File: config.mk
export PLATFORM = sky130hd
export DESIGN_NAME = fetch_pc_queue_flat
export DESIGN_NICKNAME = d
export VERILOG_FILES = /design/src/rtl/fetch_pc_queue_if.sv /design/src/rtl/fetch_pc_queue.sv /design/src/flat_wrapper.sv
export SDC_FILE = /design/constraint.sdc
export NUM_CORES = 1
export LEC_CHECK = 0
export CAP_MARGIN = 20
export CORE_MARGIN = 2
export CORE_UTILIZATION = 52
export DETAILED_ROUTE_END_ITERATION = 10
export PLACE_DENSITY = 0.84
export SLEW_MARGIN = 0
export SYNTH_ARGS = -nofsm -noshare
export SYNTH_HDL_FRONTEND = slang
export SYNTH_SLANG_ARGS = --single-unit
File: constraint.sdc
create_clock -name clk -period 6.4 [get_ports clk]
set_input_delay 1.28 -clock clk [delete_from_list [all_inputs] [get_ports clk]]
set_output_delay 1.28 -clock clk [all_outputs]
set_load 0.05 [all_outputs]
File: src/rtl/fetch_pc_queue_if.sv
// Fetch-stage bus bundle: redirect, branch-buffer lookup, instruction memory and decode handshake.
// The master side is the fetch queue itself; the slave side is its surrounding environment.
interface fetch_pc_queue_if;
    logic        flush;
    logic [31:0] flush_pc;
    logic        btb_hit;
    logic [31:0] btb_target;
    logic        imem_req;
    logic [31:0] imem_addr;
    logic [31:0] imem_rdata;
    logic        out_valid;
    logic        out_ready;
    logic [31:0] out_pc;
    logic [31:0] out_inst;
    logic        out_pred_taken;
    logic [31:0] out_pred_target;

    modport master (
        input  flush, flush_pc, btb_hit, btb_target, imem_rdata, out_ready,
        output imem_req, imem_addr, out_valid, out_pc, out_inst, out_pred_taken, out_pred_target
    );

    modport slave (
        output flush, flush_pc, btb_hit, btb_target, imem_rdata, out_ready,
        input  imem_req, imem_addr, out_valid, out_pc, out_inst, out_pred_taken, out_pred_target
    );
endinterface

File: src/rtl/fetch_pc_queue.sv
// Fetch PC generator with branch-buffer redirect, a single outstanding memory read
// and a 2-entry instruction queue with registered head outputs.
module fetch_pc_queue #(
    parameter logic [31:0] RESET_PC = 32'h00000000
) (
    input  logic           clk,
    input  logic           rst,
    fetch_pc_queue_if.master bus
);

    typedef struct packed {
        logic [31:0] pc;
        logic [31:0] inst;
        logic        pred_taken;
        logic [31:0] pred_target;
    } entry_t;

    logic [31:0] pc_q;

    logic        infl_vld_p1;
    logic [31:0] infl_pc_p1;
    logic        infl_pt_p1;
    logic [31:0] infl_tgt_p1;

    entry_t      mem_q [2];
    logic        rd_ptr;
    logic        wr_ptr;
    logic [1:0]  count;

    logic        head_vld_p2;
    entry_t      head_p2;

    logic        pop;
    logic        pop_eff;
    logic        push;
    logic        pred;
    logic [2:0]  occ;
    logic        rd_ptr_n;
    logic [1:0]  count_n;
    entry_t      push_ent;
    entry_t      head_n;

    // Occupancy counts the in-flight read so a returning word always has a slot.
    assign pop           = head_vld_p2 && bus.out_ready;
    assign occ           = {1'b0, count} + {2'b00, infl_vld_p1} - {2'b00, pop};
    assign bus.imem_req  = !rst && !bus.flush && (occ < 3'd2);
    assign bus.imem_addr = pc_q;
    assign pred          = bus.imem_req && bus.btb_hit && (bus.btb_target[1:0] == 2'b00);
    assign push          = infl_vld_p1 && !bus.flush;
    assign pop_eff       = pop && !bus.flush;
    assign push_ent      = {infl_pc_p1, bus.imem_rdata, infl_pt_p1, infl_tgt_p1};

    always_comb begin
        rd_ptr_n = rd_ptr ^ pop_eff;
        count_n  = count + {1'b0, push} - {1'b0, pop_eff};
        // The slot being written becomes the head only when nothing older survives.
        if (push && (wr_ptr == rd_ptr_n)) begin
            head_n = push_ent;
        end else begin
            head_n = mem_q[rd_ptr_n];
        end
    end

    // Control state: PC, in-flight valid, queue pointers and head valid.
    always_ff @(posedge clk) begin
        if (rst) begin
            pc_q        <= RESET_PC;
            infl_vld_p1 <= 1'b0;
            rd_ptr      <= 1'b0;
            wr_ptr      <= 1'b0;
            count       <= 2'd0;
            head_vld_p2 <= 1'b0;
        end else if (bus.flush) begin
            pc_q        <= bus.flush_pc & ~32'h3;
            infl_vld_p1 <= 1'b0;
            rd_ptr      <= 1'b0;
            wr_ptr      <= 1'b0;
            count       <= 2'd0;
            head_vld_p2 <= 1'b0;
        end else begin
            if (pred) begin
                pc_q <= bus.btb_target;
            end else if (bus.imem_req) begin
                pc_q <= pc_q + 32'd4;
            end
            infl_vld_p1 <= bus.imem_req;
            rd_ptr      <= rd_ptr_n;
            wr_ptr      <= wr_ptr ^ push;
            count       <= count_n;
            head_vld_p2 <= (count_n != 2'd0);
        end
    end

    // Datapath: in-flight record, queue storage and head copy.
    always_ff @(posedge clk) begin
        if (bus.imem_req) begin
            infl_pc_p1  <= pc_q;
            infl_pt_p1  <= pred;
            infl_tgt_p1 <= pred ? bus.btb_target : 32'h0;
        end
        if (push) begin
            mem_q[wr_ptr] <= push_ent;
        end
        head_p2 <= head_n;
    end

    assign bus.out_valid       = head_vld_p2 && !rst;
    assign bus.out_pc          = rst ? 32'h0 : head_p2.pc;
    assign bus.out_inst        = rst ? 32'h0 : head_p2.inst;
    assign bus.out_pred_taken  = rst ? 1'b0  : head_p2.pred_taken;
    assign bus.out_pred_target = rst ? 32'h0 : head_p2.pred_target;

endmodule

File: src/flat_wrapper.sv
// flat-port wrapper written by rule: the top's interface ports become plain ports
module fetch_pc_queue_flat 
#(
    parameter logic [31:0] RESET_PC = 32'h00000000
)
  (clk, rst, bus_flush, bus_flush_pc, bus_btb_hit, bus_btb_target, bus_imem_rdata, bus_out_ready, bus_imem_req, bus_imem_addr, bus_out_valid, bus_out_pc, bus_out_inst, bus_out_pred_taken, bus_out_pred_target);
  fetch_pc_queue_if bus_i ();
  input  logic clk;
  input  logic rst;
  input wire logic [$bits(bus_i.flush)-1:0] bus_flush;
  input wire logic [$bits(bus_i.flush_pc)-1:0] bus_flush_pc;
  input wire logic [$bits(bus_i.btb_hit)-1:0] bus_btb_hit;
  input wire logic [$bits(bus_i.btb_target)-1:0] bus_btb_target;
  input wire logic [$bits(bus_i.imem_rdata)-1:0] bus_imem_rdata;
  input wire logic [$bits(bus_i.out_ready)-1:0] bus_out_ready;
  output wire logic [$bits(bus_i.imem_req)-1:0] bus_imem_req;
  output wire logic [$bits(bus_i.imem_addr)-1:0] bus_imem_addr;
  output wire logic [$bits(bus_i.out_valid)-1:0] bus_out_valid;
  output wire logic [$bits(bus_i.out_pc)-1:0] bus_out_pc;
  output wire logic [$bits(bus_i.out_inst)-1:0] bus_out_inst;
  output wire logic [$bits(bus_i.out_pred_taken)-1:0] bus_out_pred_taken;
  output wire logic [$bits(bus_i.out_pred_target)-1:0] bus_out_pred_target;
  assign bus_i.flush = bus_flush;
  assign bus_i.flush_pc = bus_flush_pc;
  assign bus_i.btb_hit = bus_btb_hit;
  assign bus_i.btb_target = bus_btb_target;
  assign bus_i.imem_rdata = bus_imem_rdata;
  assign bus_i.out_ready = bus_out_ready;
  assign bus_imem_req = bus_i.imem_req;
  assign bus_imem_addr = bus_i.imem_addr;
  assign bus_out_valid = bus_i.out_valid;
  assign bus_out_pc = bus_i.out_pc;
  assign bus_out_inst = bus_i.out_inst;
  assign bus_out_pred_taken = bus_i.out_pred_taken;
  assign bus_out_pred_target = bus_i.out_pred_target;
  fetch_pc_queue #(.RESET_PC(RESET_PC)) u_core (.clk(clk), .rst(rst), .bus(bus_i));
endmodule
# ---- Word level (Yosys, flattened, before mapping)
# Memories as Yosys holds them, arrays and structs flattened. A register that Yosys moved wholly into a read port is not among the register bits.
# Index checks and enable logic that the tools add are counted.
dict set report totals {
  ff_bits 103
  mem_bits_rw 194
  word_cells 43
  mem_count 1
}
dict set report classes {
  add_sub_neg 5
  magnitude_cmp 1
  mux 9
  bitwise 2
  reduce_logical 15
}
# memory depth word_bits rd rd_ports_with_merged_regs wr line_no
set memory_table {}
lappend memory_table {u_core.mem_q 2 97 1 1 1 fetch_pc_queue.sv:25} ;# entry_t mem_q [2];
# operator n
set ops {}
lappend ops {{two-way mux 32 bit} 6}
lappend ops {{adder 32 x 3 -> 32 bit, second input constant} 1}
lappend ops {{logical AND 1 bit} 8}
lappend ops {{nonzero test 2 bit} 2}
lappend ops {{adder 2 x 1 -> 3 bit} 1}
lappend ops {{< comparator 3 x 2 -> 1 bit, second input constant} 1}
lappend ops {{two-way mux 1 bit} 3}
lappend ops {{nonzero test 3 bit} 1}
lappend ops {{subtractor 3 x 1 -> 3 bit} 1}
lappend ops {{adder 2 x 1 -> 2 bit} 1}
lappend ops {{logical NOT 1 bit} 2}
lappend ops {{logical NOT 2 bit} 1}
lappend ops {{OR reduction 2 bit} 1}
lappend ops {{subtractor 2 x 1 -> 2 bit} 1}
lappend ops {{XOR 1 bit} 2}

# ---- Depth between registers and ports, before layout
# Gate-level depths: netlist (run 1).
dict set report logic_depth {
  depth_word 8
  mapped_depth 12
}

# ---- Worst setup path before layout (run 1)
# No wires, ideal clock.
dict set report synth_timing {
  kind {input -> output}
  startpoint {input bus_out_ready}
  endpoint {output bus_imem_req}
  arrival_time_ns 4.325
  required_time_ns 5.120
  setup_slack_ns 0.795
  cell_stages 9
  path_buffers 0
  path_cell_list {nand2_1 inv_1 ha_1 nand2b_1 fa_1 xor2_1 nor2_1 nand2_1 inv_1}
}
dict set report synth_via {
  elab_chain_cells 4
}
# item line_no
set synth_lines {}
lappend synth_lines {{start, declared} flat_wrapper.sv:15} ;# input wire logic [$bits(bus_i.out_ready)-1:0] bus_out_ready;
lappend synth_lines {{logical AND 1 bit} fetch_pc_queue.sv:44} ;# assign pop = head_vld_p2 && bus.out_ready;
lappend synth_lines {{subtractor 3 x 1 -> 3 bit} fetch_pc_queue.sv:45} ;# assign occ = {1'b0, count} + {2'b00, infl_vld_p1} - {2'b00, pop};
lappend synth_lines {{< comparator 3 x 2 -> 1 bit} fetch_pc_queue.sv:46} ;# assign bus.imem_req = !rst && !bus.flush && (occ < 3'd2);
lappend synth_lines {{logical AND 1 bit} fetch_pc_queue.sv:46}
lappend synth_lines {{end, declared} flat_wrapper.sv:16} ;# output wire logic [$bits(bus_i.imem_req)-1:0] bus_imem_req;
# No other way between the ends.

# ---- Worst setup path after layout (run 1)
# Same ends and word-level chain as after synthesis.

==> flow_summary.yaml, run 1 <==
logic_synthesis:
  synth_top_cell_by_area: "edfxtp_1"
  yosys.cell_count.top_type: "edfxtp_1"
  syn_area_per_cell_um2: 14.3
  synth_area_leaders: "edfxtp_1 65%, mux2i_1 8.4%, dfxtp_1 6.5%"
  synth_common_cells: "259 x edfxtp_1, 127 x nor2_1, 101 x mux2i_1, 39 x dfxtp_1, 34 x nand2_1"
  async_flop_share_pct: 0
  yosysSeqAreaShare_pct: 71.1
  syn_area_um2: 12000
  synth_edf_count: 259
  yosys_most_used_dff: "edfxtp_1"
  synth_top_area_share_pct: 64.6
  synth_warnings: 0
  ys_types: 63
  ys_ff_latch: 298
  synthCells: 844
timing:
  final-hold-violation-count: 0
  timing.fmax_mhz: 193
  fin_tns_setup_ns: 0
  slew_headroom_pct: 27.4
  setup_violations: 0
  tightest_slew_ns: 1.09
  rsz0062_at_grt: "false"
  fin_crit_sh_pct: 80.9
  slew_viol_final: 0
  skew_ns: 0.0171
  fin_crit_ns: 5.18
worst_setup_path:
  r2r-start: "u_core.head_vld_p2$_SDFF_PP0_"
  critical_path_required_ns: 5.12
  reg2reg_depth: 14
  cp-start-kind: "input pin"
  path_cells: "clkdlybuf4s50_1 -> nand2_1 -> inv_1 -> ha_1 -> nand2b_1 -> fa_1 -> inv_1 -> nor2_1 -> buf_4 -> nand2_1 -> inv_2 -> buf_12"
  max_stage_delay_ns: 0.59
  critical_path.slowest_cell: "fa_1"
  worstPathBufferInverterCount: 6
  r2r-end: "u_core.bus.imem_addr[15]$_SDFFE_PP0P_"
  cp_top_family: "buffers and inverters"
  crit_type: "input pin to output port"
  crit_arrival_ns: 3.90
  end_kind: "output port"
  r2r_slack_ns: 2.58
  worstPathMaxFanout: 22
global_routing:
  grt_overflow_total: 0
  grt_max_degree: 73
  grt_pass1_vias: 7602
  grt.total_usage_pct: 22.9
  antenna_found_initial: 2
  grt_pass1_wl_mm: 42.9
floorplan:
  die_area_um2: 24400
  die_h_um: 156
  pin_count: 232
  rows: 55
  start_util_pct: 53.0
  die_x_um: 156
  core_area_um2: 22700
drt:
  vias: 7751
  dr.pass1.iters: 5
  wirelength_mm: 28.3
  avgRoutedWirePerCell_um: 20.5
  avgViaCountPerCell: 5.60
  final_antenna_net_count: 0
  drt_iter0_drc: 616
  route.detailed.drc: 0
cts:
  ctsHoldBuffers: 0
  clock_latency_ns: 0.54
  cts_buffers: 30
  htreeDepth: 1
  clock_path_buffers: 3
  ctsRootBufferMaster: "clkbuf_16"
  clk_pin_slew_ns: 0.06
  postCtsSetupBuffers: 0
  cts_tree: "yes"
  cts_resized: 0
  cts_num_sinks: 298
final_layout:
  fin_cells: 1384
  fin_nets: 1181
  area_delta_synth_final_pct: 30.0
  drive_above_1_share_pct: 7.20
  nFillCells: 1528
power_and_ir_drop:
  p_leak_uw: 0.00521
  ir_drop_mv: 0.186
  power_density_nw_per_um2: 285
place:
  hpwl_mm: 18.3
  port_buffers: 229
  place_inst: 1325
  gp_congestion: 0.824
min_path:
  hold_path_end: "u_core.mem_q[1][84]$_DFFE_PP_"
  holdCritPathClass: "flip-flop to flip-flop"
  timing.hold.worst_path_depth: 0
  hp-start: "u_core.infl_pc_p1[19]$_DFFE_PP_"
outcome:
  status: "finished clean"
run:
  drv_cap: 0
[power by group]
part	total, uW	leakage, uW	internal, uW	switching [uW]
Clock	1750	0.000485	1040	704
Combinational	480	0.00202	180	300
Sequential	2230	0.00270	2180	55.0
Total	4460	0.00521	3400	1060
[layout make-up]
class                           count  area [um2]  share of cell area, %
Antenna cell                        2        5.00                 0.0320
Clock buffer                       44         855                   5.46
Clock inverter                     12         135                  0.864
Timing Repair Buffer              241        2410                   15.4
Inverter                           18        67.6                  0.432
Sequential cell                   298        8560                   54.7
Tap cell                          285         357                   2.28
Multi-Input combinational cell    484        3260                   20.8
[layer usage]
layer  up-vias  GRT usage, %  part of all wire [%]
met4         0          5.81                   2.1
met2       385          39.4                    49
met1      3706          30.2                    40
li1       3608             -                     -
met3        52          4.39                   8.3
met5         -             0                     0
[through the flow]
stage          util, %  worst slack, ns  total power [uW]  cell area (um2)  hold WS [ns]
4_1_cts           68.8             1.26              4480            15600         0.440
2_1_floorplan        -            0.795              2540            12000         0.421
5_1_grt           68.9             1.10              4590            15600         0.446
3_3_place_gp      64.4             1.31              2740            14600         0.422
6_report          68.9             1.22              4460            15600         0.433
3_5_place_dp      64.4             1.24              2750            14600         0.429
[worst reg2reg max path, stage by stage (launching register included)]
cell and delay [ns]:
dfxtp_1 0.30, nand2_1 0.12, inv_1 0.07, ha_1 0.26, nand2b_1 0.16, fa_1 0.59
inv_1 0.08, nor2_1 0.10, buf_4 0.29, nand2_1 0.23, inv_2 0.17, buf_4 0.73
o21ai_0 0.28, a21o_1 0.21, a21oi_1 0.14
[logic make-up after synthesis]
| group | share of synthesized area [%] |
|---|---|
| flip-flops | 71.1 |
| multiplexers | 8.40 |
| XOR/XNOR | 1.67 |
| AO/OA/AOI/OAI | 5.20 |
| other | 0.0312 |
| AND/OR/NAND/NOR | 10.7 |
| adder cells (fa/ha/maj) | 0.790 |
| buffers and inverters | 2.08 |
[registers in the layout, indices dropped and copies added, names as in the netlist, named ones only]
signal                flops
u_core.count              2
u_core.wr_ptr             1
u_core.infl_vld_p1        1
u_core.head_vld_p2        1
u_core.infl_pt_p1         1
u_core.rd_ptr             1
u_core.bus.imem_addr     30
u_core.infl_tgt_p1       32
u_core.mem_q            194
u_core.infl_pc_p1        32
[cells in the final DEF, fill, tap and decap left out, drive strengths merged, types with 17 or more instances in the layout]
master	count
a21oi	22
and2	32
clkbuf	44
clkdlybuf4s50	227
dfxtp	39
edfxtp	259
inv	17
mux2i	101
nand2	34
nor2	128
nor3	17
[worst max-delay path by stage]
| stage | startpoint | endpoint | cells after the start |
|---|---|---|---|
| 2_1_floorplan | bus_out_ready | bus_imem_req | 9 |
| 4_1_cts | bus_out_ready | bus_imem_req | 12 |
| 3_3_place_gp | bus_out_ready | bus_imem_req | 12 |
| 6_report | bus_out_ready | bus_imem_req | 12 |
| 5_1_grt | bus_out_ready | bus_imem_req | 12 |
| 3_5_place_dp | bus_out_ready | u_core.bus.imem_addr[15]$_SDFFE_PP0P_ | 15 |
No activity file was read; power rests on OpenSTA's default activity.
==> run 2: changes to the inputs <==
--- a/config.mk
+++ b/config.mk
@@ -7,9 +7,9 @@
 export LEC_CHECK = 0
 export CAP_MARGIN = 20
 export CORE_MARGIN = 2
-export CORE_UTILIZATION = 52
+export CORE_UTILIZATION = 47
 export DETAILED_ROUTE_END_ITERATION = 10
-export PLACE_DENSITY = 0.84
+export PLACE_DENSITY = 0.8
 export SLEW_MARGIN = 0
 export SYNTH_ARGS = -nofsm -noshare
 export SYNTH_HDL_FRONTEND = slang
==> constraint.sdc (replaced) <==
create_clock -name clk -period 4.3 [get_ports clk]
set_input_delay 0.86 -clock clk [delete_from_list [all_inputs] [get_ports clk]]
set_output_delay 0.86 -clock clk [all_outputs]
set_load 0.05 [all_outputs]
==> run 2 against run 1 <==
Net effect: hold slack better by 0.011 ns; register-to-register slack worse by 1.3 ns; sequential share of layout area down 0.61 points; wire length up 0.18%; die area up 10%; clock power up 46%; critical path depth down 1; via count up 0.26%; critical endpoint unchanged; largest power group unchanged; highest routed layer is now met5.
==> flow_summary.yaml, run 2 (synthesized netlist as in run 1, its figures left out) <==
outcome:
  status: "finished clean"
floorplan:
  rows: 58
  core_area_um2: 25200
  pin_count: 232
  die_x_um: 164
  die_h_um: 164
  die_area_um2: 26900
  start_util_pct: 47.8
worst_setup_path:
  crit_arrival_ns: 3.21
  cp_common_cell: "inv_1"
  critical_path.slowest_cell: "fa_1"
  crit_type: "input pin to output port"
  max_stage_delay_ns: 0.59
  cp-start-kind: "input pin"
  critical_path_required_ns: 3.44
  worstPathMaxFanout: 6
  end_kind: "output port"
  path_cells: "clkdlybuf4s50_1 -> nand2_1 -> inv_1 -> ha_1 -> nand2b_1 -> fa_1 -> inv_1 -> nor2_1 -> nand2_2 -> clkinvlp_4 -> buf_12"
cts:
  cts_num_sinks: 298
  cts_buffers: 30
  postCtsSetupBuffers: 0
  ctsRootBufferMaster: "clkbuf_16"
  clk_pin_slew_ns: 0.06
  clock_latency_ns: 0.55
  cts_tree: "yes"
  clock_path_buffers: 3
  htreeDepth: 1
global_routing:
  grt_pass1_wl_mm: 42.2
  grt_overflow_total: 0
  grt.total_usage_pct: 20.5
  grt_pass1_vias: 7560
  grt_max_degree: 68
  antenna_found_initial: 3
timing:
  fin_crit_sh_pct: 94.6
  slew_headroom_pct: 53.6
  rsz0062_at_grt: "false"
  timing.fmax_mhz: 246
  setup_violations: 0
  final-hold-violation-count: 0
  fin_crit_ns: 4.07
  slew_viol_final: 0
  skew_ns: 0.0165
  tightest_slew_ns: 0.696
drt:
  avgRoutedWirePerCell_um: 19.7
  drt_iter0_drc: 676
  final_antenna_net_count: 0
  dr.pass1.iters: 7
  vias: 7771
  avgViaCountPerCell: 5.40
  wirelength_mm: 28.4
  route.detailed.drc: 0
final_layout:
  largest_reg_flops: 194
  fin_nets: 1191
  top_register: "u_core.mem_q"
  drive_above_1_share_pct: 7.95
  fin_cells: 1440
  area_delta_synth_final_pct: 31.5
  nFillCells: 1911
  mostFrequentLayoutCell: "edfxtp_1"
  fin_area_um2: 15800
  reg_top3: "u_core.mem_q (194), u_core.infl_pc_p1 (32), u_core.infl_tgt_p1 (32)"
  final_cell_mix: "259 x edfxtp_1, 227 x clkdlybuf4s50_1, 127 x nor2_1, 101 x mux2i_1, 38 x dfxtp_1"
min_path:
  holdCritPathClass: "flip-flop to flip-flop"
run:
  drv_cap: 0
power_and_ir_drop:
  intPower_uw: 5010
  power_uw: 6600
  pwr-share-clk_pct: 38.6
  p_leak_uw: 0.00525
  power_switching_share_pct: 24.0
  ir_drop_mv: 0.256
  seqPwrFrac_pct: 50.3
  power_density_nw_per_um2: 417
  p_comb_share_pct: 11.1
  p_switching_uw: 1580
place:
  port_buffers: 229
  placed_cell_area_um2: 14800
  gp_congestion: 0.854
  hpwl_mm: 19.0
  place_inst: 1381
==> run 2: stage by stage <==
step	hold WS, ns	utilization (%)	setup TNS, ns	setup WS, ns
after detailed placement	0.430	58.9	0	0.176
after floorplan	0.421	-	-18.90	-0.0975
after global routing	0.449	62.8	0	0.0325
final	0.444	62.8	0	0.232
after CTS	0.441	62.8	0	0.171
after global placement	0.422	58.9	0	0.205
==> run 2: worst max-delay path, delay by kind of cell <==
family	cells	cell delay, ns
simple gates	4	0.60
fa+ha+maj	2	0.85
buf+inv	5	0.89
==> run 2: repair_timing <==
item                                   4_1_cts  5_1_grt
setup endpoints to repair                    0        1
endpoints found under the hold margin        0        0
hold buffers                                 0        0
resized for setup                            0        1
==> run 2: layer usage <==
metal,up-vias,GRT usage (%),wire (um)
li1,3634,-,-
met1,3714,26.8,11400
met2,354,33.7,13600
met3,67,4.85,2530
met4,2,6.90,834
met5,-,0,13
==> run 2: final timing paths <==
kind	from	to	slack, ns	depth (start not counted)
worst max-delay path	bus_out_ready	bus_imem_req	0.23	11
worst min-delay path	u_core.infl_tgt_p1[12]$_SDFFCE_PN0P_	u_core.mem_q[1][12]$_DFFE_PP_	0.44	0
worst max register to register	u_core.head_vld_p2$_SDFF_PP0_	u_core.bus.imem_addr[15]$_SDFFE_PP0P_	1.28	13
worst min register to register	u_core.infl_tgt_p1[12]$_SDFFCE_PN0P_	u_core.mem_q[1][12]$_DFFE_PP_	0.44	0
==> run 2: power by group through the flow <==
| stage | clock (uW) | sequential (uW) | combinational [uW] |
|---|---|---|---|
| detailed placement | 0 | 3380 | 732 |
| floorplan | 0 | 3430 | 347 |
| CTS | 2590 | 3320 | 735 |
| finish | 2550 | 3320 | 732 |
| global route | 2690 | 3330 | 772 |
| global placement | 0 | 3370 | 724 |
==> run 2: layout make-up <==
class / instances / area (um2) / share of cell area, %
clock inverters: 18 / 168 / 1.06
flip-flops and latches: 298 / 8560 / 54.1
well taps: 330 / 413 / 2.61
clock buffers: 38 / 802 / 5.07
diodes: 3 / 7.51 / 0.0474
repair buffers: 251 / 2540 / 16.1
multi-input cells: 484 / 3260 / 20.6
inverters: 18 / 71.3 / 0.451
==> run 3: changes to the inputs <==
--- a/config.mk
+++ b/config.mk
@@ -6,10 +6,13 @@
 export NUM_CORES = 1
 export LEC_CHECK = 0
 export CAP_MARGIN = 20
+export CORE_ASPECT_RATIO = 2
 export CORE_MARGIN = 2
-export CORE_UTILIZATION = 47
+export CORE_UTILIZATION = 49
+export CTS_BUF_LIST = sky130_fd_sc_hd__clkbuf_4 sky130_fd_sc_hd__clkbuf_8
+export CTS_CLUSTER_DIAMETER = 50
 export DETAILED_ROUTE_END_ITERATION = 10
-export PLACE_DENSITY = 0.8
+export PLACE_DENSITY = 0.83
 export SLEW_MARGIN = 0
 export SYNTH_ARGS = -nofsm -noshare
 export SYNTH_HDL_FRONTEND = slang
==> run 3 against run 2 <==
Net effect: setup slack gained 0.013 ns; combinational power shrank 0.5%; sequential power is essentially flat; global-route usage grew 1.1 points; via count grew 0.42%; clock power shrank 20%; flip-flop and latch count is the same; maximum frequency grew 0.33%; sequential share of layout area grew 0.86 points; wire length shrank 1.1%; clock-buffer cell count grew 20; critical endpoint unchanged; largest cell class unchanged.
==> flow_summary.yaml, run 3 (synthesized netlist as in run 1, its figures left out) <==
global_routing:
  grt_overflow_total: 0
  grt_max_degree: 78
  grt.total_usage_pct: 21.5
  grt_pass1_vias: 7710
  antenna_found_initial: 2
  grt_pass1_wl_mm: 42.6
cts:
  clock_path_buffers: 3
  htreeDepth: 2
  ctsRootBufferMaster: "clkbuf_8"
  cts_buffers: 39
  ctsHoldBuffers: 0
  postCtsSetupBuffers: 0
  clk_pin_slew_ns: 0.06
  cts_resized: 0
  clock_latency_ns: 0.54
  cts_tree: "yes"
  cts_num_sinks: 298
final_layout:
  area_delta_synth_final_pct: 29.4
  mostFrequentLayoutCell: "edfxtp_1"
  top_register: "u_core.mem_q"
  final_cell_mix: "259 x edfxtp_1, 227 x clkdlybuf4s50_1, 127 x nor2_1, 101 x mux2i_1, 41 x clkbuf_8"
  largest_reg_flops: 194
  drive_above_1_share_pct: 9.45
  nFillCells: 1740
  reg_top3: "u_core.mem_q (194), u_core.infl_pc_p1 (32), u_core.infl_tgt_p1 (32)"
  fin_nets: 1201
power_and_ir_drop:
  power_density_nw_per_um2: 391
  ir_drop_mv: 0.242
  p_leak_uw: 0.00520
place:
  gp_congestion: 0.874
  port_buffers: 229
  hpwl_mm: 19.4
floorplan:
  die_x_um: 115
  rows: 81
  pin_count: 232
  core_area_um2: 24300
  die_h_um: 226
  die_area_um2: 25900
  start_util_pct: 49.5
drt:
  final_antenna_net_count: 0
  avgViaCountPerCell: 5.51
  drt_iter0_drc: 589
  route.detailed.drc: 0
  wirelength_mm: 28.1
  avgRoutedWirePerCell_um: 19.8
  dr.pass1.iters: 5
  vias: 7804
timing:
  slew_headroom_pct: 39.0
  fin_tns_setup_ns: 0
  skew_ns: 0.0231
  final-hold-violation-count: 0
  slew_viol_final: 0
  fin_crit_ns: 4.05
  worst_hold_slack_ns: 0.441
  rsz0062_at_grt: "false"
  timing.fmax_mhz: 247
  tightest_slew_ns: 0.916
  setup_violations: 0
  fin_crit_sh_pct: 94.3
worst_setup_path:
  critical_path.slowest_cell: "fa_1"
  crit_arrival_ns: 3.19
  crit_type: "input pin to output port"
  max_stage_delay_ns: 0.60
  worstPathMaxFanout: 6
  critical_path_required_ns: 3.44
  path_cells: "clkdlybuf4s50_1 -> nand2_1 -> inv_1 -> ha_1 -> nand2b_1 -> fa_1 -> inv_1 -> nor2_1 -> nand2_1 -> clkinvlp_4 -> buf_12"
  end_kind: "output port"
  cp-start-kind: "input pin"
min_path:
  holdCritPathClass: "flip-flop to flip-flop"
run:
  drv_cap: 0
outcome:
  status: "finished clean"
-- run 3: cell types whose count changed in the layout (fill, tap and decap cells not counted), sizes merged --
cell / previous run / this run
clkbuf: 38 / 58
clkinvlp: 4 / 1
bufinv: 3 / 1
buf: 24 / 25
clkinv: 13 / 12
diode: 3 / 4
-- run 3: final cells by class --
cell class	count	area, um2	area share (%)
diodes	4	10.0	0.0643
repair buffers	252	2550	16.4
multi-input cells	484	3260	20.9
well taps	290	363	2.33
inverters	18	71.3	0.458
clock inverters	12	72.6	0.466
flip-flops and latches	298	8560	55.0
clock buffers	58	692	4.44
-- run 3: worst paths after layout --
path                            cells after the start                                    end                      startpoint  slack (ns)
worst max-delay path                               11                           bus_imem_req                   bus_out_ready        0.25
worst min-delay path                                0          u_core.mem_q[1][72]$_DFFE_PP_  u_core.infl_pc_p1[7]$_DFFE_PP_        0.44
worst max register to register                      9  u_core.bus.imem_addr[24]$_SDFFE_PP0P_   u_core.head_vld_p2$_SDFF_PP0_        1.29
worst min register to register                      0          u_core.mem_q[1][72]$_DFFE_PP_  u_core.infl_pc_p1[7]$_DFFE_PP_        0.44
-- run 3: through the flow --
step,area [um2],setup slack [ns],util (%),power [uW],std cells
detailed placement,14800,0.257,60.9,4110,1342
global route,15600,0.0944,64.0,6300,1414
finish,15600,0.246,64.0,6090,1416
global placement,14800,0.295,60.9,4090,1342
floorplan,12000,-0.0975,-,3780,845
CTS,15600,0.257,64.0,6140,1412
-- run 3: power breakdown --
part / switching (uW) / internal (uW)
Combinational: 451 / 277
Sequential: 80.7 / 3240
Clock: 955 / 1090
-- run 3: per-layer routing --
| layer | part of all wire, % | track usage [%] |
|---|---|---|
| met2 | 54 | 38.3 |
| met1 | 35 | 24.7 |
| met5 | 0 | 0 |
| met4 | 5.2 | 11.6 |
| met3 | 6.2 | 3.01 |
-- run 3: critical path: cells and delay by family --
family                   cells  cell delay, ns
buffers and inverters        5            0.92
adder cells (fa/ha/maj)      2            0.86
AND/OR/NAND/NOR              4            0.53
